## config.mk

```make
export PLATFORM = sky130hd
export DESIGN_NAME = memory_arbiter_flat
export DESIGN_NICKNAME = d
export VERILOG_FILES = /design/src/rtl/memory_arbiter_if.sv /design/src/rtl/memory_arbiter.sv /design/src/flat_wrapper.sv
export SDC_FILE = /design/constraint.sdc
export NUM_CORES = 1
export LEC_CHECK = 0
export BUFFER_PORTS_ARGS = -buffer_cell sky130_fd_sc_hd__buf_2
export CELL_PAD_IN_SITES_DETAIL_PLACEMENT = 1
export CELL_PAD_IN_SITES_GLOBAL_PLACEMENT = 2
export CORE_MARGIN = 8
export CORE_UTILIZATION = 32
export DETAILED_ROUTE_END_ITERATION = 6
export MAX_ROUTING_LAYER = met4
export PLACE_DENSITY_LB_ADDON = 0.1
export SYNTH_ARGS = -nofsm -noshare
export SYNTH_HDL_FRONTEND = slang
export SYNTH_SLANG_ARGS = --single-unit
```

## constraint.sdc

```tcl
create_clock -name CLK -period 9.4 [get_ports CLK]
set_input_delay 1.88 -clock CLK [delete_from_list [all_inputs] [get_ports CLK]]
set_output_delay 1.88 -clock CLK [all_outputs]
set_load 0.05 [all_outputs]
```

## src/rtl/memory_arbiter_if.sv

```systemverilog
// AXI4-Lite master bus between the arbiter (master) and the memory interconnect (slave).
// Plain signal bundle; all timing lives in the modules on either side.
interface memory_arbiter_if #(
  parameter int AXI_ADDR_WIDTH   = 32,
  parameter int AXI_DATA_WIDTH   = 32,
  parameter int AXI_STROBE_WIDTH = AXI_DATA_WIDTH / 8
);
  logic                        M_AXI_AWVALID;
  logic                        M_AXI_AWREADY;
  logic [AXI_ADDR_WIDTH-1:0]   M_AXI_AWADDR;
  logic [2:0]                  M_AXI_AWPROT;
  logic                        M_AXI_WVALID;
  logic                        M_AXI_WREADY;
  logic [AXI_DATA_WIDTH-1:0]   M_AXI_WDATA;
  logic [AXI_STROBE_WIDTH-1:0] M_AXI_WSTRB;
  logic                        M_AXI_BVALID;
  logic                        M_AXI_BREADY;
  logic [1:0]                  M_AXI_BRESP;
  logic                        M_AXI_ARVALID;
  logic                        M_AXI_ARREADY;
  logic [AXI_ADDR_WIDTH-1:0]   M_AXI_ARADDR;
  logic [2:0]                  M_AXI_ARPROT;
  logic                        M_AXI_RVALID;
  logic                        M_AXI_RREADY;
  logic [AXI_DATA_WIDTH-1:0]   M_AXI_RDATA;
  logic [1:0]                  M_AXI_RRESP;

  modport master (
    output M_AXI_AWVALID, M_AXI_AWADDR, M_AXI_AWPROT,
    output M_AXI_WVALID, M_AXI_WDATA, M_AXI_WSTRB,
    output M_AXI_BREADY,
    output M_AXI_ARVALID, M_AXI_ARADDR, M_AXI_ARPROT,
    output M_AXI_RREADY,
    input  M_AXI_AWREADY, M_AXI_WREADY, M_AXI_BVALID, M_AXI_BRESP,
    input  M_AXI_ARREADY, M_AXI_RVALID, M_AXI_RDATA, M_AXI_RRESP
  );

  modport slave (
    input  M_AXI_AWVALID, M_AXI_AWADDR, M_AXI_AWPROT,
    input  M_AXI_WVALID, M_AXI_WDATA, M_AXI_WSTRB,
    input  M_AXI_BREADY,
    input  M_AXI_ARVALID, M_AXI_ARADDR, M_AXI_ARPROT,
    input  M_AXI_RREADY,
    output M_AXI_AWREADY, M_AXI_WREADY, M_AXI_BVALID, M_AXI_BRESP,
    output M_AXI_ARREADY, M_AXI_RVALID, M_AXI_RDATA, M_AXI_RRESP
  );
endinterface

```

## src/rtl/memory_arbiter.sv

```systemverilog
// Muxes fetch/load/store onto one AXI4-Lite master, one transaction at a time; VALID one cycle after request.
// Backpressure: waits indefinitely on AXI READY/VALID; losing requesters wait with enables held.
module memory_arbiter #(
  parameter int AXI_ADDR_WIDTH   = 32,
  parameter int AXI_DATA_WIDTH   = 32,
  parameter int AXI_STROBE_WIDTH = AXI_DATA_WIDTH / 8
) (
  input  logic                        CLK,
  input  logic                        RSTn,
  memory_arbiter_if.master            axi,
  input  logic [AXI_ADDR_WIDTH-1:0]   pc,
  input  logic                        pc_valid,
  output logic [AXI_DATA_WIDTH-1:0]   instruction,
  output logic                        instruction_valid,
  input  logic [AXI_ADDR_WIDTH-1:0]   read_write_addr,
  input  logic [AXI_DATA_WIDTH-1:0]   store_data,
  output logic [AXI_DATA_WIDTH-1:0]   load_data,
  input  logic                        read_enable,
  input  logic                        write_enable,
  input  logic [AXI_STROBE_WIDTH-1:0] store_strobe,
  output logic                        read_write_valid
);

  typedef enum logic [2:0] {
    IDLE, FETCH_AR, FETCH_R, LOAD_AR, LOAD_R, STORE_AW_W, STORE_B
  } state_t;

  state_t state;

  // A channel counts as done once its VALID has dropped or it handshakes this edge.
  logic aw_done;
  logic w_done;
  assign aw_done = !axi.M_AXI_AWVALID || axi.M_AXI_AWREADY;
  assign w_done  = !axi.M_AXI_WVALID  || axi.M_AXI_WREADY;

  // Response codes carry no meaning for the core; completion is reported regardless.
  logic unused_resp;
  assign unused_resp = ^{axi.M_AXI_RRESP, axi.M_AXI_BRESP};

  always_ff @(posedge CLK or posedge RSTn) begin
    if (RSTn) begin
      state             <= IDLE;
      axi.M_AXI_AWVALID <= 1'b0;
      axi.M_AXI_AWADDR  <= '0;
      axi.M_AXI_AWPROT  <= 3'b000;
      axi.M_AXI_WVALID  <= 1'b0;
      axi.M_AXI_WDATA   <= '0;
      axi.M_AXI_WSTRB   <= '0;
      axi.M_AXI_BREADY  <= 1'b0;
      axi.M_AXI_ARVALID <= 1'b0;
      axi.M_AXI_ARADDR  <= '0;
      axi.M_AXI_ARPROT  <= 3'b000;
      axi.M_AXI_RREADY  <= 1'b0;
      instruction       <= '0;
      instruction_valid <= 1'b0;
      load_data         <= '0;
      read_write_valid  <= 1'b0;
    end else begin
      instruction_valid <= 1'b0;
      read_write_valid  <= 1'b0;
      case (state)
        IDLE: begin
          if (write_enable) begin
            axi.M_AXI_AWADDR  <= read_write_addr;
            axi.M_AXI_AWPROT  <= 3'b000;
            axi.M_AXI_WDATA   <= store_data;
            axi.M_AXI_WSTRB   <= store_strobe;
            axi.M_AXI_AWVALID <= 1'b1;
            axi.M_AXI_WVALID  <= 1'b1;
            state             <= STORE_AW_W;
          end else if (read_enable) begin
            axi.M_AXI_ARADDR  <= read_write_addr;
            axi.M_AXI_ARPROT  <= 3'b000;
            axi.M_AXI_ARVALID <= 1'b1;
            state             <= LOAD_AR;
          end else if (pc_valid) begin
            axi.M_AXI_ARADDR  <= pc;
            axi.M_AXI_ARPROT  <= 3'b100;
            axi.M_AXI_ARVALID <= 1'b1;
            state             <= FETCH_AR;
          end
        end
        FETCH_AR, LOAD_AR: begin
          if (axi.M_AXI_ARVALID && axi.M_AXI_ARREADY) begin
            axi.M_AXI_ARVALID <= 1'b0;
            axi.M_AXI_RREADY  <= 1'b1;
            state             <= (state == FETCH_AR) ? FETCH_R : LOAD_R;
          end
        end
        FETCH_R: begin
          if (axi.M_AXI_RVALID && axi.M_AXI_RREADY) begin
            axi.M_AXI_RREADY  <= 1'b0;
            instruction       <= axi.M_AXI_RDATA;
            instruction_valid <= 1'b1;
            state             <= IDLE;
          end
        end
        LOAD_R: begin
          if (axi.M_AXI_RVALID && axi.M_AXI_RREADY) begin
            axi.M_AXI_RREADY <= 1'b0;
            load_data        <= axi.M_AXI_RDATA;
            read_write_valid <= 1'b1;
            state            <= IDLE;
          end
        end
        STORE_AW_W: begin
          if (axi.M_AXI_AWVALID && axi.M_AXI_AWREADY) axi.M_AXI_AWVALID <= 1'b0;
          if (axi.M_AXI_WVALID && axi.M_AXI_WREADY)   axi.M_AXI_WVALID  <= 1'b0;
          if (aw_done && w_done) begin
            axi.M_AXI_BREADY <= 1'b1;
            state            <= STORE_B;
          end
        end
        STORE_B: begin
          if (axi.M_AXI_BVALID && axi.M_AXI_BREADY) begin
            axi.M_AXI_BREADY <= 1'b0;
            read_write_valid <= 1'b1;
            state            <= IDLE;
          end
        end
        default: state <= IDLE;
      endcase
    end
  end

endmodule

```

## src/flat_wrapper.sv

```systemverilog
// flat-port wrapper written by rule: the top's interface ports become plain ports
module memory_arbiter_flat 
#(
  parameter int AXI_ADDR_WIDTH   = 32,
  parameter int AXI_DATA_WIDTH   = 32,
  parameter int AXI_STROBE_WIDTH = AXI_DATA_WIDTH / 8
)
  (CLK, RSTn, pc, pc_valid, instruction, instruction_valid, read_write_addr, store_data, load_data, read_enable, write_enable, store_strobe, read_write_valid, axi_M_AXI_AWVALID, axi_M_AXI_AWADDR, axi_M_AXI_AWPROT, axi_M_AXI_WVALID, axi_M_AXI_WDATA, axi_M_AXI_WSTRB, axi_M_AXI_BREADY, axi_M_AXI_ARVALID, axi_M_AXI_ARADDR, axi_M_AXI_ARPROT, axi_M_AXI_RREADY, axi_M_AXI_AWREADY, axi_M_AXI_WREADY, axi_M_AXI_BVALID, axi_M_AXI_BRESP, axi_M_AXI_ARREADY, axi_M_AXI_RVALID, axi_M_AXI_RDATA, axi_M_AXI_RRESP);
  memory_arbiter_if #(.AXI_ADDR_WIDTH(AXI_ADDR_WIDTH), .AXI_DATA_WIDTH(AXI_DATA_WIDTH), .AXI_STROBE_WIDTH(AXI_STROBE_WIDTH)) axi_i ();
  input  logic CLK;
  input  logic RSTn;
  input  logic [AXI_ADDR_WIDTH-1:0] pc;
  input  logic pc_valid;
  output logic [AXI_DATA_WIDTH-1:0] instruction;
  output logic instruction_valid;
  input  logic [AXI_ADDR_WIDTH-1:0] read_write_addr;
  input  logic [AXI_DATA_WIDTH-1:0] store_data;
  output logic [AXI_DATA_WIDTH-1:0] load_data;
  input  logic read_enable;
  input  logic write_enable;
  input  logic [AXI_STROBE_WIDTH-1:0] store_strobe;
  output logic read_write_valid;
  output wire logic [$bits(axi_i.M_AXI_AWVALID)-1:0] axi_M_AXI_AWVALID;
  output wire logic [$bits(axi_i.M_AXI_AWADDR)-1:0] axi_M_AXI_AWADDR;
  output wire logic [$bits(axi_i.M_AXI_AWPROT)-1:0] axi_M_AXI_AWPROT;
  output wire logic [$bits(axi_i.M_AXI_WVALID)-1:0] axi_M_AXI_WVALID;
  output wire logic [$bits(axi_i.M_AXI_WDATA)-1:0] axi_M_AXI_WDATA;
  output wire logic [$bits(axi_i.M_AXI_WSTRB)-1:0] axi_M_AXI_WSTRB;
  output wire logic [$bits(axi_i.M_AXI_BREADY)-1:0] axi_M_AXI_BREADY;
  output wire logic [$bits(axi_i.M_AXI_ARVALID)-1:0] axi_M_AXI_ARVALID;
  output wire logic [$bits(axi_i.M_AXI_ARADDR)-1:0] axi_M_AXI_ARADDR;
  output wire logic [$bits(axi_i.M_AXI_ARPROT)-1:0] axi_M_AXI_ARPROT;
  output wire logic [$bits(axi_i.M_AXI_RREADY)-1:0] axi_M_AXI_RREADY;
  input wire logic [$bits(axi_i.M_AXI_AWREADY)-1:0] axi_M_AXI_AWREADY;
  input wire logic [$bits(axi_i.M_AXI_WREADY)-1:0] axi_M_AXI_WREADY;
  input wire logic [$bits(axi_i.M_AXI_BVALID)-1:0] axi_M_AXI_BVALID;
  input wire logic [$bits(axi_i.M_AXI_BRESP)-1:0] axi_M_AXI_BRESP;
  input wire logic [$bits(axi_i.M_AXI_ARREADY)-1:0] axi_M_AXI_ARREADY;
  input wire logic [$bits(axi_i.M_AXI_RVALID)-1:0] axi_M_AXI_RVALID;
  input wire logic [$bits(axi_i.M_AXI_RDATA)-1:0] axi_M_AXI_RDATA;
  input wire logic [$bits(axi_i.M_AXI_RRESP)-1:0] axi_M_AXI_RRESP;
  assign axi_M_AXI_AWVALID = axi_i.M_AXI_AWVALID;
  assign axi_M_AXI_AWADDR = axi_i.M_AXI_AWADDR;
  assign axi_M_AXI_AWPROT = axi_i.M_AXI_AWPROT;
  assign axi_M_AXI_WVALID = axi_i.M_AXI_WVALID;
  assign axi_M_AXI_WDATA = axi_i.M_AXI_WDATA;
  assign axi_M_AXI_WSTRB = axi_i.M_AXI_WSTRB;
  assign axi_M_AXI_BREADY = axi_i.M_AXI_BREADY;
  assign axi_M_AXI_ARVALID = axi_i.M_AXI_ARVALID;
  assign axi_M_AXI_ARADDR = axi_i.M_AXI_ARADDR;
  assign axi_M_AXI_ARPROT = axi_i.M_AXI_ARPROT;
  assign axi_M_AXI_RREADY = axi_i.M_AXI_RREADY;
  assign axi_i.M_AXI_AWREADY = axi_M_AXI_AWREADY;
  assign axi_i.M_AXI_WREADY = axi_M_AXI_WREADY;
  assign axi_i.M_AXI_BVALID = axi_M_AXI_BVALID;
  assign axi_i.M_AXI_BRESP = axi_M_AXI_BRESP;
  assign axi_i.M_AXI_ARREADY = axi_M_AXI_ARREADY;
  assign axi_i.M_AXI_RVALID = axi_M_AXI_RVALID;
  assign axi_i.M_AXI_RDATA = axi_M_AXI_RDATA;
  assign axi_i.M_AXI_RRESP = axi_M_AXI_RRESP;
  memory_arbiter #(.AXI_ADDR_WIDTH(AXI_ADDR_WIDTH), .AXI_DATA_WIDTH(AXI_DATA_WIDTH), .AXI_STROBE_WIDTH(AXI_STROBE_WIDTH)) u_core (.CLK(CLK), .RSTn(RSTn), .axi(axi_i), .pc(pc), .pc_valid(pc_valid), .instruction(instruction), .instruction_valid(instruction_valid), .read_write_addr(read_write_addr), .store_data(store_data), .load_data(load_data), .read_enable(read_enable), .write_enable(write_enable), .store_strobe(store_strobe), .read_write_valid(read_write_valid));
endmodule
```

==> results of run 1 <==
-- flip-flops by register name (all words and copies together), names as in the netlist, 3 cells and up --
signal                   cells
u_core.instruction          32
u_core.axi.M_AXI_WDATA      32
u_core.axi.M_AXI_WSTRB       4
u_core.state                 3
u_core.axi.M_AXI_AWADDR     32
u_core.load_data            32
u_core.axi.M_AXI_ARADDR     32
-- critical path, stage by stage --
cell and delay (ns):
buf_2 0.11, inv_1 0.09, nor2_4 0.53, buf_4 0.65, mux2_2 0.41
-- cells in the mapped netlist, drive strengths merged --
cell type / count / area share, %
nor4: 1 / 0.17
o21ai: 3 / 0.21
nand3: 4 / 0.28
nor3: 2 / 0.14
inv: 6 / 0.31
a21oi: 43 / 3.0
nor3b: 2 / 0.28
mux2i: 32 / 4.5
nand2b: 1 / 0.087
a211oi: 1 / 0.10
o22ai: 2 / 0.17
nand2: 8 / 0.45
a32oi: 1 / 0.12
nor2b: 2 / 0.17
or3: 1 / 0.16
or4b: 1 / 0.14
a211o: 1 / 0.12
o211ai: 1 / 0.10
nor2: 38 / 2.1
dfrtp: 175 / 61
buf: 30 / 3.4
mux2: 132 / 22
conb: 1 / 0.052
o21a: 2 / 0.21
clkbuf: 3 / 0.16
-- cells by family after synthesis --
| family | share of synthesized area, % |
|---|---|
| and+or+nand+nor | 3.99 |
| muxes | 26.8 |
| AOI/OAI and AO/OA | 4.06 |
| other | 0.0524 |
| buffers and inverters | 3.90 |
| DFF | 61.2 |
-- metal layers --
metal  share of wire (%)  vias to the layer above
met5                   0                        -
met4                 1.7                        0
met3                 9.1                       27
met2                  49                      205
met1                  41                     2526
li1                    -                     2354
-- stage by stage --
stage	setup slack (ns)	cell area [um^2]	util [%]	cells	hold WS [ns]
after global routing	5.81	9500	43.4	1103	0.521
after global placement	5.54	8890	40.6	1063	0.483
final	5.99	9510	43.4	1106	0.502
after CTS	5.96	9480	43.3	1095	0.506
after floorplan	2.77	7170	-	497	0.576
after detailed placement	5.50	8890	40.6	1063	0.491
-- area by class of cell --
cell class	instances	area, um^2	area share [%]
Sequential cell	175	4380	46.0
Tap cell	280	350	3.68
Clock buffer	17	425	4.47
Timing Repair Buffer	319	1610	16.9
Multi-Input combinational cell	283	2520	26.5
Clock inverter	15	168	1.76
Inverter	6	27.5	0.289
Antenna cell	11	27.5	0.289
-- how the worst min path moves through the flow --
| stage | start | to | cells past startpoint | slack [ns] |
|---|---|---|---|---|
| after floorplan | u_core.state[1] | u_core.state[0] | 2 | 0.58 |
| after detailed placement | u_core.axi.M_AXI_AWADDR[31] | u_core.axi.M_AXI_AWADDR[31] | 1 | 0.49 |
| after global routing | u_core.instruction[30] | u_core.instruction[30] | 1 | 0.52 |
| after global placement | u_core.load_data[25] | u_core.load_data[25] | 1 | 0.48 |
| after CTS | u_core.axi.M_AXI_AWADDR[31] | u_core.axi.M_AXI_AWADDR[31] | 1 | 0.51 |
| final | u_core.axi.M_AXI_WDATA[5] | u_core.axi.M_AXI_WDATA[5] | 1 | 0.50 |
==> flow_summary_export.csv, run 1 <==
group,metric,value,unit
global_routing,antenna_found_initial,8,
clocking,cts_tree,"yes",
sta,worstMarginPinSlew,1.03,ns
routing,vias,5112,
outcome,outcome,"completed",
clocking,cts_num_sinks,175,
setup_path,worstRegToRegCells,4,
synthesis,syn_area_per_cell,14.5,um^2
global_routing,grt_pass1_vias,5840,
place,io_buffers,313,
synthesis,ys_types,33,
clocking,post-cts-setup-buffers,0,
global_routing,grt_max_degree,95,
synthesis,ys_warn_count,0,
floorplanning,io_pins,323,
sta,rsz0062_at_grt,"false",
global_routing,use_met2,25.6,%
setup_path,crit_fanout,49,
setup_path,r2r_slack,6.67,ns
place,gp_congestion,0.727,
sta,setup_viol,0,
global_routing,track_usage,16.2,%
sta,fin_crit_sh,36.3,%
setup_path,reg2reg_from,"u_core.state[0]",
setup_path,timing.rr.end,"u_core.axi.M_AXI_WDATA[22]",
finish,fillers,2392,
setup_path,worstSetupEndpoint,"u_core.axi.M_AXI_WDATA[22]",
clocking,cts.repair.resized,0,
floorplanning,die_w,166,um
sta,clock.fmax,0.293,GHz
sta,finalClockSkew,0.0143,ns
routing,viasPerCell,4.62,
floorplanning,die_area,27400,um^2
routing,postRouteAntennaNets,0,
synthesis,yosysSeqAreaShare,61.2,%
synthesis,synthCells,493,
clocking,postCtsHoldBufs,0,
floorplanning,start_util,32.7,%
finish,syn2layout_area_growth,32.9,%
routing,drt_iter0_drc,214,
global_routing,grt_pass1_wl,33.1,mm
setup_path,start_kind,"input port",
sta,finalMaxSlewViolations,0,
finish,layout_common_cells,"buf_2, dfrtp_1, mux2_2",
setup_path,arrival,3.72,ns
place,dpl.hpwl,16.4,mm
finish,fin_nets,948,
setup_path,crit_start,"write_enable",
setup_path,worstSetupPathType,"in2reg",
global_routing,grt.busiest_layer,"met2",
sta,final_hold_viol_count,0,
routing,totalWireLength,21.7,mm
clocking,cts-root-buf,"clkbuf_16",
floorplanning,num_rows,54,
global_routing,grt_remaining_overflow,0,
finish,layout-drive-gt1-share,60.2,%
synthesis,yosys_register_bits,175,
finish,layout_commonest_cell,"buf_2",
floorplanning,core_area,21900,um^2
sta,worst_slew_margin_rel,31.0,%
routing,wl_per_cell,19.6,um
setup_path,cp.required,9.70,ns
global_routing,use_met3,5.83,%
sta,fin_crit,3.41,ns
flow_run,drv_cap,0,
routing,firstDrtPassIters,4,
routing,drc,0,
hold_path,hold_path.class,"reg2reg",
sta,setup_tns,0,ns
synthesis,synth_area,7160,um^2
clocking,worstSkewPairLatency,0.42,ns
floorplanning,die_h,166,um
setup_path,endpoint_kind,"register",
clocking,ctsHtreeMaxLevel,4,
clocking,clk_pin_slew,0.07,ns
clocking,clock_path_buffers,2,
clocking,numCtsBuffers,17,
global_routing,use_met1,18.6,%
Power of run 1 is not shown: default switching activity piles up to over one toggle a cycle in this logic, so the estimate is an artifact.
==> run 2, diff against run 1 <==
--- a/config.mk
+++ b/config.mk
@@ -9,7 +9,7 @@
 export CELL_PAD_IN_SITES_DETAIL_PLACEMENT = 1
 export CELL_PAD_IN_SITES_GLOBAL_PLACEMENT = 2
 export CORE_MARGIN = 8
-export CORE_UTILIZATION = 32
+export CORE_UTILIZATION = 30
 export DETAILED_ROUTE_END_ITERATION = 6
 export MAX_ROUTING_LAYER = met4
 export PLACE_DENSITY_LB_ADDON = 0.1
==> constraint.sdc (replaced) <==
create_clock -name CLK -period 3.3 [get_ports CLK]
set_input_delay 0.66 -clock CLK [delete_from_list [all_inputs] [get_ports CLK]]
set_output_delay 0.66 -clock CLK [all_outputs]
set_load 0.05 [all_outputs]
==> flow_summary_export.csv, run 2 (synthesis results as in run 1) <==
group,metric,value,unit
clocking,worstSkewPairLatency,0.42,ns
finish,syn2layout_area_growth,33.5,%
setup_path,path_delay_family,"simple AND/OR/NAND/NOR gates",
clocking,clock_path_buffers,2,
sta,fin_crit,2.17,ns
finish,layout_commonest_cell,"buf_2",
finish,layout_common_cells,"buf_2, dfrtp_1, mux2_2",
flow_run,drv_cap,0,
sta,final_hold_viol_count,0,
setup_path,cp.required,3.60,ns
floorplanning,die_w,170,um
sta,worst_slew_margin_rel,54.0,%
place,dp.cells,1105,
setup_path,crit_fanout,39,
finish,fin_nets,951,
sta,setup_tns,0,ns
setup_path,worstSetupPathType,"reg2reg",
setup_path,worstPathCellList,"or3_4 -> nor2_4 -> buf_4 -> mux2_2",
place,io_buffers,313,
sta,worst_slack,1.13,ns
sta,finalMaxSlewViolations,0,
setup_path,slowest_stage,"dfrtp_1",
floorplanning,num_rows,56,
setup_path,endpoint_kind,"register",
routing,totalWireLength,21.6,mm
setup_path,arrival,2.47,ns
sta,worstMarginPinSlew,0.688,ns
finish,final_cell_count_no_fill,1140,
floorplanning,die_h,170,um
outcome,outcome,"completed",
power_and_ir_drop,p_leak,4.98,nW
global_routing,grt_remaining_overflow,0,
sta,rsz0062_at_grt,"false",
power_and_ir_drop,powerDensity,1270,nW/um^2
power_and_ir_drop,irDropWorstVdd,0.000428,V
global_routing,grt_pass1_wl,33.1,mm
hold_path,hold_path.class,"in2async",
floorplanning,io_pins,323,
sta,finalClockSkew,0.00833,ns
sta,whs,0.340,ns
global_routing,grt_pass1_vias,5723,
clocking,ctsHtreeMaxLevel,4,
clocking,cts_tree,"yes",
place,gp_congestion,0.775,
place,dpl.hpwl,16.2,mm
global_routing,track_usage,15.2,%
clocking,cts_num_sinks,175,
clocking,cts.repair.resized,0,
routing,drc,0,
sta,setup_viol,0,
global_routing,antenna_found_initial,3,
floorplanning,die_area,29100,um^2
setup_path,path_buf_inv,1,
sta,fin_crit_sh,65.8,%
routing,drt_iter0_drc,169,
routing,firstDrtPassIters,4,
power_and_ir_drop,p_total,0.0121,W
clocking,post-cts-setup-buffers,0,
floorplanning,start_util,30.5,%
sta,clock.fmax,0.461,GHz
floorplanning,core_area,23500,um^2
routing,vias,5121,
routing,wl_per_cell,19.0,um
place,post-place-ws,0.926,ns
clocking,postCtsHoldBufs,0,
finish,layout-drive-gt1-share,60.1,%
global_routing,grt_max_degree,87,
setup_path,start_kind,"register",
clocking,clk_pin_slew,0.07,ns
clocking,numCtsBuffers,17,
setup_path,slowest_delay,0.54,ns
clocking,cts-root-buf,"clkbuf_16",
routing,viasPerCell,4.49,
routing,postRouteAntennaNets,0,
[run 2: cell types whose count changed in the layout (fill, tap and decap cells not counted), moves of 2 or more]
cell,change
clkinvlp_4,+2
diode_2,-8
clkinv_4,+3
buf_12,+2
inv_6,-4
clkbuf_1,+2
[run 2: worst paths after layout]
kind | start | to | slack [ns] | cells after the start
max | u_core.state[0] | u_core.axi.M_AXI_AWADDR[23] | 1.13 | 4
min | RSTn | u_core.load_data[3] | 0.34 | 2
min reg2reg | u_core.instruction[24] | u_core.instruction[24] | 0.50 | 1
min in group CLK | store_data[7] | u_core.axi.M_AXI_WDATA[7] | 0.47 | 2
max in group asynchronous | RSTn | u_core.axi.M_AXI_WSTRB[3] | 2.05 | 3
max reg2reg | u_core.state[0] | u_core.axi.M_AXI_AWADDR[23] | 1.13 | 4
[run 2: area by class of cell]
type                       count  area, um^2
sequential                   175        4380
fill                        2562       13900
multi-input combinational    283        2520
timing repair buffer         322        1660
antenna                        3        7.51
tap                          319         399
inverter                       6        26.3
clock buffer                  19         433
clock inverter                13         129
[run 2: through the flow]
step / util (%) / cell area, um^2
after CTS: 40.7 / 9550
after global placement: 38.3 / 8980
after global routing: 40.7 / 9550
after floorplan: - / 7180
after detailed placement: 38.3 / 8980
final: 40.7 / 9550
[run 2: power by group]
part	total, W	switching, W	internal, W	leakage, nW
Clock	0.00192	0.000919	0.000999	0.272
Combinational	0.00645	0.00477	0.00168	2.53
Sequential	0.00372	0.000560	0.00316	2.18
[run 2: layer usage]
| metal | vias up | wire length, um | global-route usage, % |
|---|---|---|---|
| met4 | 0 | 371 | 4.88 |
| li1 | 2348 | - | - |
| met3 | 23 | 1880 | 5.58 |
| met2 | 200 | 10400 | 24.0 |
| met1 | 2550 | 9000 | 17.8 |
| met5 | - | 0 | - |
[run 2: worst reg2reg max path: cells and delay by family (launching register included)]
kind / cells / cell delay, ns
AND/OR/NAND/NOR: 2 / 0.58
flip-flops: 1 / 0.54
buffers and inverters: 1 / 0.50
multiplexers: 1 / 0.43
No activity file was read; power rests on OpenSTA's default activity.
